**config.mk**
```make
export PLATFORM = sky130hd
export DESIGN_NAME = fetch_unit
export DESIGN_NICKNAME = d
export VERILOG_FILES = /design/src/rtl/fetch_unit.sv
export SDC_FILE = /design/constraint.sdc
export NUM_CORES = 1
export LEC_CHECK = 0
export BUFFER_PORTS_ARGS = -buffer_cell sky130_fd_sc_hd__buf_2
export CORE_UTILIZATION = 59
export DETAILED_ROUTE_END_ITERATION = 7
export MAX_ROUTING_LAYER = met4
export PLACE_DENSITY = 0.93
export SLEW_MARGIN = 0
export SYNTH_ARGS = -nofsm -noshare
export SYNTH_HDL_FRONTEND = slang
export SYNTH_SLANG_ARGS = --single-unit
```
**constraint.sdc**
```tcl
create_clock -name CLK -period 3 [get_ports CLK]
set_input_delay 0.15 -clock CLK [delete_from_list [all_inputs] [get_ports CLK]]
set_output_delay 0.15 -clock CLK [all_outputs]
set_load 0.01 [all_outputs]
```
**src/rtl/fetch_unit.sv**
```systemverilog
// Fetch stage: owns the PC and runs one outstanding variable-latency IMem request, with a 1-entry skid for stalls.
// InstrF/PCF/ValidF are registered (first valid 2 edges after reset); define FETCH_PERF_CNT_EN for fetch/bubble counters.
module fetch_unit #(
  parameter logic [31:0] RESET_PC  = 32'h0000_0000,
  parameter logic [31:0] NOP_INSTR = 32'hC000_0000,
  parameter logic [31:0] PC_STEP   = 32'd4
) (
  input  logic        CLK,
  input  logic        RST,
  input  logic        StallF,
  input  logic        FlushF,
  input  logic        BranchTakenE,
  input  logic [31:0] BranchTargetE,
  output logic        IMemReq,
  output logic [31:0] IMemAddr,
  input  logic [31:0] IMemRData,
  input  logic        IMemValid,
  output logic [31:0] InstrF,
  output logic [31:0] PCF,
  output logic [31:0] PCPlus4F,
  output logic        ValidF
`ifdef FETCH_PERF_CNT_EN
  ,
  output logic [31:0] FetchCount,
  output logic [31:0] BubbleCount
`endif
);
  typedef enum logic [1:0] {S_RESET, S_REQ, S_HOLD, S_DROP} state_t;

  state_t      state, state_nxt;
  logic [31:0] pc, pc_nxt;
  logic [31:0] drop_addr, drop_addr_nxt;
  logic [31:0] skid_instr, skid_pc;
  logic        skid_load;
  logic        out_load, out_vld_nxt;
  logic [31:0] out_instr_nxt, out_pc_nxt;

  assign IMemReq  = (state == S_REQ) || (state == S_DROP);
  // While discarding, the address must stay on the abandoned request even though pc already holds the target.
  assign IMemAddr = {((state == S_DROP) ? drop_addr[31:2] : pc[31:2]), 2'b00};
  assign PCPlus4F = PCF + PC_STEP;

  always_comb begin
    state_nxt     = state;
    pc_nxt        = pc;
    drop_addr_nxt = drop_addr;
    skid_load     = 1'b0;
    out_load      = 1'b1;
    out_instr_nxt = NOP_INSTR;
    out_pc_nxt    = PCF;
    out_vld_nxt   = 1'b0;
    if (BranchTakenE) begin
      pc_nxt = {BranchTargetE[31:2], 2'b00};
      if (IMemReq && !IMemValid) begin
        state_nxt = S_DROP;
        if (state == S_REQ) drop_addr_nxt = pc;
      end else begin
        state_nxt = S_REQ;
      end
    end else begin
      case (state)
        S_RESET: state_nxt = S_REQ;
        S_REQ: begin
          if (IMemValid) begin
            pc_nxt = pc + PC_STEP;
            if (StallF) begin
              skid_load = 1'b1;
              state_nxt = S_HOLD;
            end else begin
              out_instr_nxt = IMemRData;
              out_pc_nxt    = pc;
              out_vld_nxt   = 1'b1;
            end
          end
        end
        S_HOLD: begin
          if (!StallF) begin
            state_nxt     = S_REQ;
            out_instr_nxt = skid_instr;
            out_pc_nxt    = skid_pc;
            out_vld_nxt   = 1'b1;
          end
        end
        S_DROP: if (IMemValid) state_nxt = S_REQ;
        default: state_nxt = S_RESET;
      endcase
    end
    // Flush beats stall on the output register only; the state/skid decisions above still follow StallF.
    if (FlushF) begin
      out_instr_nxt = NOP_INSTR;
      out_pc_nxt    = PCF;
      out_vld_nxt   = 1'b0;
    end else if (StallF) begin
      out_load = 1'b0;
    end
  end

  always_ff @(posedge CLK) begin
    if (!RST) begin
      state      <= S_RESET;
      pc         <= RESET_PC;
      drop_addr  <= RESET_PC;
      skid_instr <= NOP_INSTR;
      skid_pc    <= RESET_PC;
      InstrF     <= NOP_INSTR;
      PCF        <= RESET_PC;
      ValidF     <= 1'b0;
    end else begin
      state     <= state_nxt;
      pc        <= pc_nxt;
      drop_addr <= drop_addr_nxt;
      if (skid_load) begin
        skid_instr <= IMemRData;
        skid_pc    <= pc;
      end
      if (out_load) begin
        InstrF <= out_instr_nxt;
        PCF    <= out_pc_nxt;
        ValidF <= out_vld_nxt;
      end
    end
  end

`ifdef FETCH_PERF_CNT_EN
  always_ff @(posedge CLK) begin
    if (!RST) begin
      FetchCount  <= 32'd0;
      BubbleCount <= 32'd0;
    end else if (out_load) begin
      if (out_vld_nxt) begin
        if (FetchCount != 32'hFFFF_FFFF) FetchCount <= FetchCount + 32'd1;
      end else if (BubbleCount != 32'hFFFF_FFFF) begin
        BubbleCount <= BubbleCount + 32'd1;
      end
    end
  end
`endif

endmodule

```
; ---- Word level (Yosys, flattened, before mapping)
; Cells that the tools add are included.
[op_classes]
n_addsub = 2
eq_ne = 10
mux = 31
bitwise = 3
n_reduce_logical = 13
[ops]
columns = cell, count
row1 = $mux 32, 11
row2 = $pmux 32 s2, 2
row3 = $add 32x3->32 const B, 2
row4 = $mux 30, 1
row5 = $mux 2, 6
row6 = $ne 3x3->1 const B, 4
row7 = $mux 1, 9
row8 = $pmux 2 s4, 1
row9 = $reduce_and 7->1, 1
row10 = $ne 2x2->1 const B, 3
row11 = $reduce_bool 2->1, 3
row12 = $eq 2x2->1 const B, 2
row13 = $reduce_and 2->1, 2
row14 = $reduce_and 4->1, 1
row15 = $not 1->1, 3
row16 = $reduce_and 3->1, 1
row17 = $eq 2x1->1 const B, 1
row18 = $logic_not 2->1, 1
row19 = $pmux 1 s2, 1
row20 = $reduce_or 2->1, 1
row21 = $logic_and 1x1->1, 1
row22 = $logic_not 1->1, 1
row23 = $logic_or 1x1->1, 1
[word_totals]
regBits = 195
inputBits = 70
out_inout_bits = 130
word_cells = 68

; ---- Longest topological paths before layout
[depth]
word_depth = 5
mapped_depth = 8
ltp_nobuf = 6

; ---- Worst setup path before layout
; No wires, ideal clock.
[synth_timing]
kind = register to register
startpoint = register state[0]
endpoint = register PCF[16]
setup_ns = 0.116
t_arrival_ns = 1.865
t_required_ns = 2.884
slack_ns = 1.019
path_stages_with_launch = 9
n_path_buf = 2
synth_period_minus_slack_ns = 1.981
cell_sequence = dfxtp_1 inv_1 ha_1 clkbuf_1 nand2b_1 a2111oi_2 buf_2 o211ai_1 o211a_1
[synth_via]
elab_chain_cells = 3
word_cells_on_any_way = 8
classes_between = 5 x eq/ne / 1 x mux / 2 x reduce/logical
[synth_lines]
columns = element, line_no
row1 = start: declaration, 30  ; state_t state, state_nxt;
row2 = start signal: assignment, 109  ; state <= state_nxt;
row3 = $eq 2x1->1 or $eq 2x2->1 (tied branches), 61  ; case (state)
row4 = $ne 2x2->1 (no line) or $reduce_bool 2->1 (tied branches), --
row5 = $reduce_and 7->1 (no line), --
row6 = end signal: assignment, 118  ; PCF <= out_pc_nxt;
row7 = end: declaration, 19  ; output logic [31:0] PCF,
; Parallel ways exist; a longest one is shown, timed or not.
; A chain may end at the register's enable or synchronous reset.

; ---- Final worst setup path
[layout_timing]
startpoint = register state[0]
endpoint = register skid_instr[22]
[layout_via]
elab_chain_cells = 3
[layout_lines]
columns = element, line_no
row1 = $eq 2x1->1, 61
row2 = $mux 1, 61
row3 = $mux 1, 52  ; if (BranchTakenE) begin
row4 = end signal: assignment, 113  ; skid_instr <= IMemRData;
row5 = end: declaration, 33  ; logic [31:0] skid_instr, skid_pc;
; No other way between the ends.

==> reports/metrics.yaml <==
outcome:
  outcome: "complete, no violations"
pwr:
  ir_drop_mv: 0.3980
  leakagePower_nw: 4.784
  p_per_area_nw_per_um2: 482.6
yosys:
  synth_area_um2: 9464
  yosys-top-cells-count: "272 x nand2_1, 187 x dfxtp_1, 90 x a21boi_0"
  synth_edf_count: 0
  synth_top_area_share_pct: 39.56
  synthDistinctLibCells: 63
  synth_fa_ha_area_share_pct: 0.7932
  netlist_instances: 1145
  synth_top_family_by_area: "simple AND/OR/NAND/NOR gates"
  muxShareOfSynthArea_pct: 6.174
  yosysSeqAreaShare_pct: 39.56
  synth_compound_area_share_pct: 20.17
  ys_top_cells_by_area: "dfxtp_1 40%, nand2_1 11%, a21boi_0 7.1%"
  ys_warn_count: 0
  synth_most_common_cell: "nand2_1"
  synth_top_area_cell: "dfxtp_1"
  async_reset_ff_share_pct: 0
  avgSynthCellArea_um2: 8.266
  ys_seq_elements: 187
  synth_ff_type: "dfxtp_1"
  synth-simple-area-share_pct: 23.37
  synthXorXnorAreaFrac_pct: 3.517
worst_setup_path:
  cp_top_family: "simple AND/OR/NAND/NOR gates"
  arrival_ns: 2.95
  r2r_end: "skid_instr[22]$_SDFFE_PN0P_"
  timing.critical_path.from: "state[0]$_SDFFE_PN0P_"
  critPathBufInv: 1
  r2r.worst_path.cells: 6
  required_ns: 3.34
  slowest_stage: "nor3b_4"
  end_kind: "flip-flop"
  cp-endpoint: "skid_instr[22]$_SDFFE_PN0P_"
  max_stage_delay_ns: 0.60
  startpoint_type: "flip-flop"
  crit_path_max_fanout: 39
  cp_cell_sequence: "ha_1 > nand2_2 > nor3b_4 > buf_12 > nand2_1 > a21boi_0"
  reg2reg_from: "state[0]$_SDFFE_PN0P_"
  rrSetupSlack_ns: 0.40
  cp.depth: 6
  worstSetupPathType: "reg2reg"
route:
  firstDrtPassIters: 6
  drtAntennaViolNets: 0
  via_per_inst: 6.000
  vias: 9186
  drcViolationCount: 0
  first_iter_violations: 1033
  wl_per_cell_um: 17.10
  postRouteWirelength_um: 26180
place:
  preCtsSetupSlack_ns: 0.5715
  dp_hpwl_um: 16590
  dp_cells: 1461
  port_buffers: 191
  gp_congestion: 0.8947
cts:
  cts_made_buffers: 17
  post_cts_buffers: 0
  cts_tree: "yes"
  cts_resized: 0
  clk_path_buf_depth: 2
  clk_pin_slew_worst_paths_ns: 0.07
  cts_sinks: 187
  htreeDepth: 4
  cts-root-buf: "clkbuf_16"
  clock_latency_ns: 0.43
sta:
  max_clock_freq_mhz: 384.5
  max-slew-margin-rel_pct: 43.50
  finalSetupViolations: 0
  slew_viol_final: 0
  tightest_slew_ns: 0.8397
  period_minus_slack_ns: 2.601
  hold_viol: 0
  setup-tns-final_ns: 0
  fin_ws_ns: 0.3992
  finClkSkew_ns: 0.005383
  period_share_pct: 86.69
  rsz0062_at_grt: "no"
layout:
  fillers: 1087
  drive_above_1_share_pct: 21.30
  seq_area_um2: 3744
  area_growth_pct: 19.70
  nets: 1382
  instances_no_fill: 1531
  multi_input_area_um2: 5162
  final_util_pct: 73.43
die:
  start_util_pct: 61.35
  ios: 200
  design.core.area_um2: 15430
  die_h_um: 128.7
  dieWidth_um: 128.7
  dieArea_um2: 16550
  fp-row-count: 45
grt:
  grt_max_degree: 85
  grt_pass1_vias: 8363
  grt_pass1_wl_um: 41230
  antenna_found_initial: 1
  grt-ovfl-total: 0
  grt_usage_pct: 32.53
worst_hold_path:
  min_path_type: "in2reg"
job:
  drv_cap: 0
cell families (layout without fill, tap and decap cells):
group | after synthesis | in the layout
AND/OR/NAND/NOR | 466 | 466
AO/OA/AOI/OAI | 266 | 266
adder cells (fa/ha/maj) | 6 | 6
flip-flops | 187 | 187
multiplexers | 55 | 55
XOR/XNOR | 38 | 38
other | 1 | 7
buffers and inverters | 126 | 295
what timing repair did:
item,in CTS,in global routing
endpoints found under the setup margin,0,0
hold endpoints to repair,37,0
hold buffers,37,0
routing by layer:
metal / wire (µm) / global-route usage [%] / vias to the layer above / part of all wire [%]
met5: 0 / - / - / 0
met4: 1079 / 16.19 / 0 / 4.1
met3: 2351 / 6.944 / 110 / 9.0
met2: 12320 / 51.54 / 531 / 47
met1: 10430 / 39.16 / 4246 / 40
li1: - / - / 4299 / -
cell type report:
type                    instances  share of cell area, %
multi-input cells             837                  45.57
flip-flops and latches        187                  33.05
repair buffers                247                  13.32
clock buffers                  18                  3.877
well taps                     211                  2.330
clock inverters                14                  1.303
inverters                      16                 0.5302
diodes                          1                0.02209
through the flow:
| stage | hold WS (ns) | cell area (µm²) | power (mW) |
|---|---|---|---|
| floorplan | 0.2742 | 9483 | 3.044 |
| global placement | 0.3772 | 10370 | 3.215 |
| detailed placement | 0.3802 | 10370 | 3.233 |
| CTS | 0.00003111 | 11330 | 5.455 |
| global route | 0.03157 | 11330 | 5.657 |
| finish | 0.01325 | 11330 | 5.467 |
registers in the layout (all words and copies together), names as in the netlist:
register    flops
PCF            30
drop_addr      30
skid_pc        30
ValidF          1
pc             30
InstrF         32
state           2
skid_instr     32
cell usage in the layout (no fill, tap or decap), types with 5 or more instances in the layout:
cell and instances:
clkinv_4 5, and2_1 38, conb_1 6, nand2b_1 10, inv_1 15, nor2_1 20
a21boi_0 90, a22oi_1 31, ha_1 5, nor3b_1 6, or4_1 11, o31ai_1 5
and4_1 13, mux2i_1 28, o211a_1 34, dlygate4sd3_1 37, xnor2_1 20, nor3_1 18
and3_1 8, dfxtp_1 187, nand2_1 272, buf_4 17, buf_2 190, a31oi_1 6
nor4_1 6, nand3_1 26, o21ai_0 65, a21oi_1 13, clkbuf_16 17, xor2_1 18
mux2_2 27, nand4_1 23
where the power goes:
part | switching, mW | total, mW | internal [mW]
sequential | 0.114 | 2.66 | 2.55
combinational | 0.323 | 0.584 | 0.261
clock | 0.972 | 2.22 | 1.25
worst register-to-register path, delay by kind of cell (launching register included):
family                     cells  cell delay (ns)
and+or+nand+nor                3             1.06
adders and majority gates      1             0.56
DFF                            1             0.41
buffers and inverters          1             0.29
AOI/OAI and AO/OA              1             0.20
how the worst min path moves through the flow:
stage,slack (ns),endpoint,cells past startpoint,from
after global routing,0.03,pc[18]$_SDFFE_PN0P_,3,BranchTargetE[18]
final,0.01,pc[18]$_SDFFE_PN0P_,3,BranchTargetE[18]
after CTS,0.00003,pc[18]$_SDFFE_PN0P_,3,BranchTargetE[18]
after global placement,0.38,skid_instr[31]$_SDFFE_PN1P_,3,IMemRData[31]
after floorplan,0.27,skid_instr[30]$_SDFFE_PN1P_,2,IMemRData[30]
after detailed placement,0.38,pc[4]$_SDFFE_PN0P_,2,BranchTargetE[4]
Note: power is estimated with default switching activity, not from simulation.
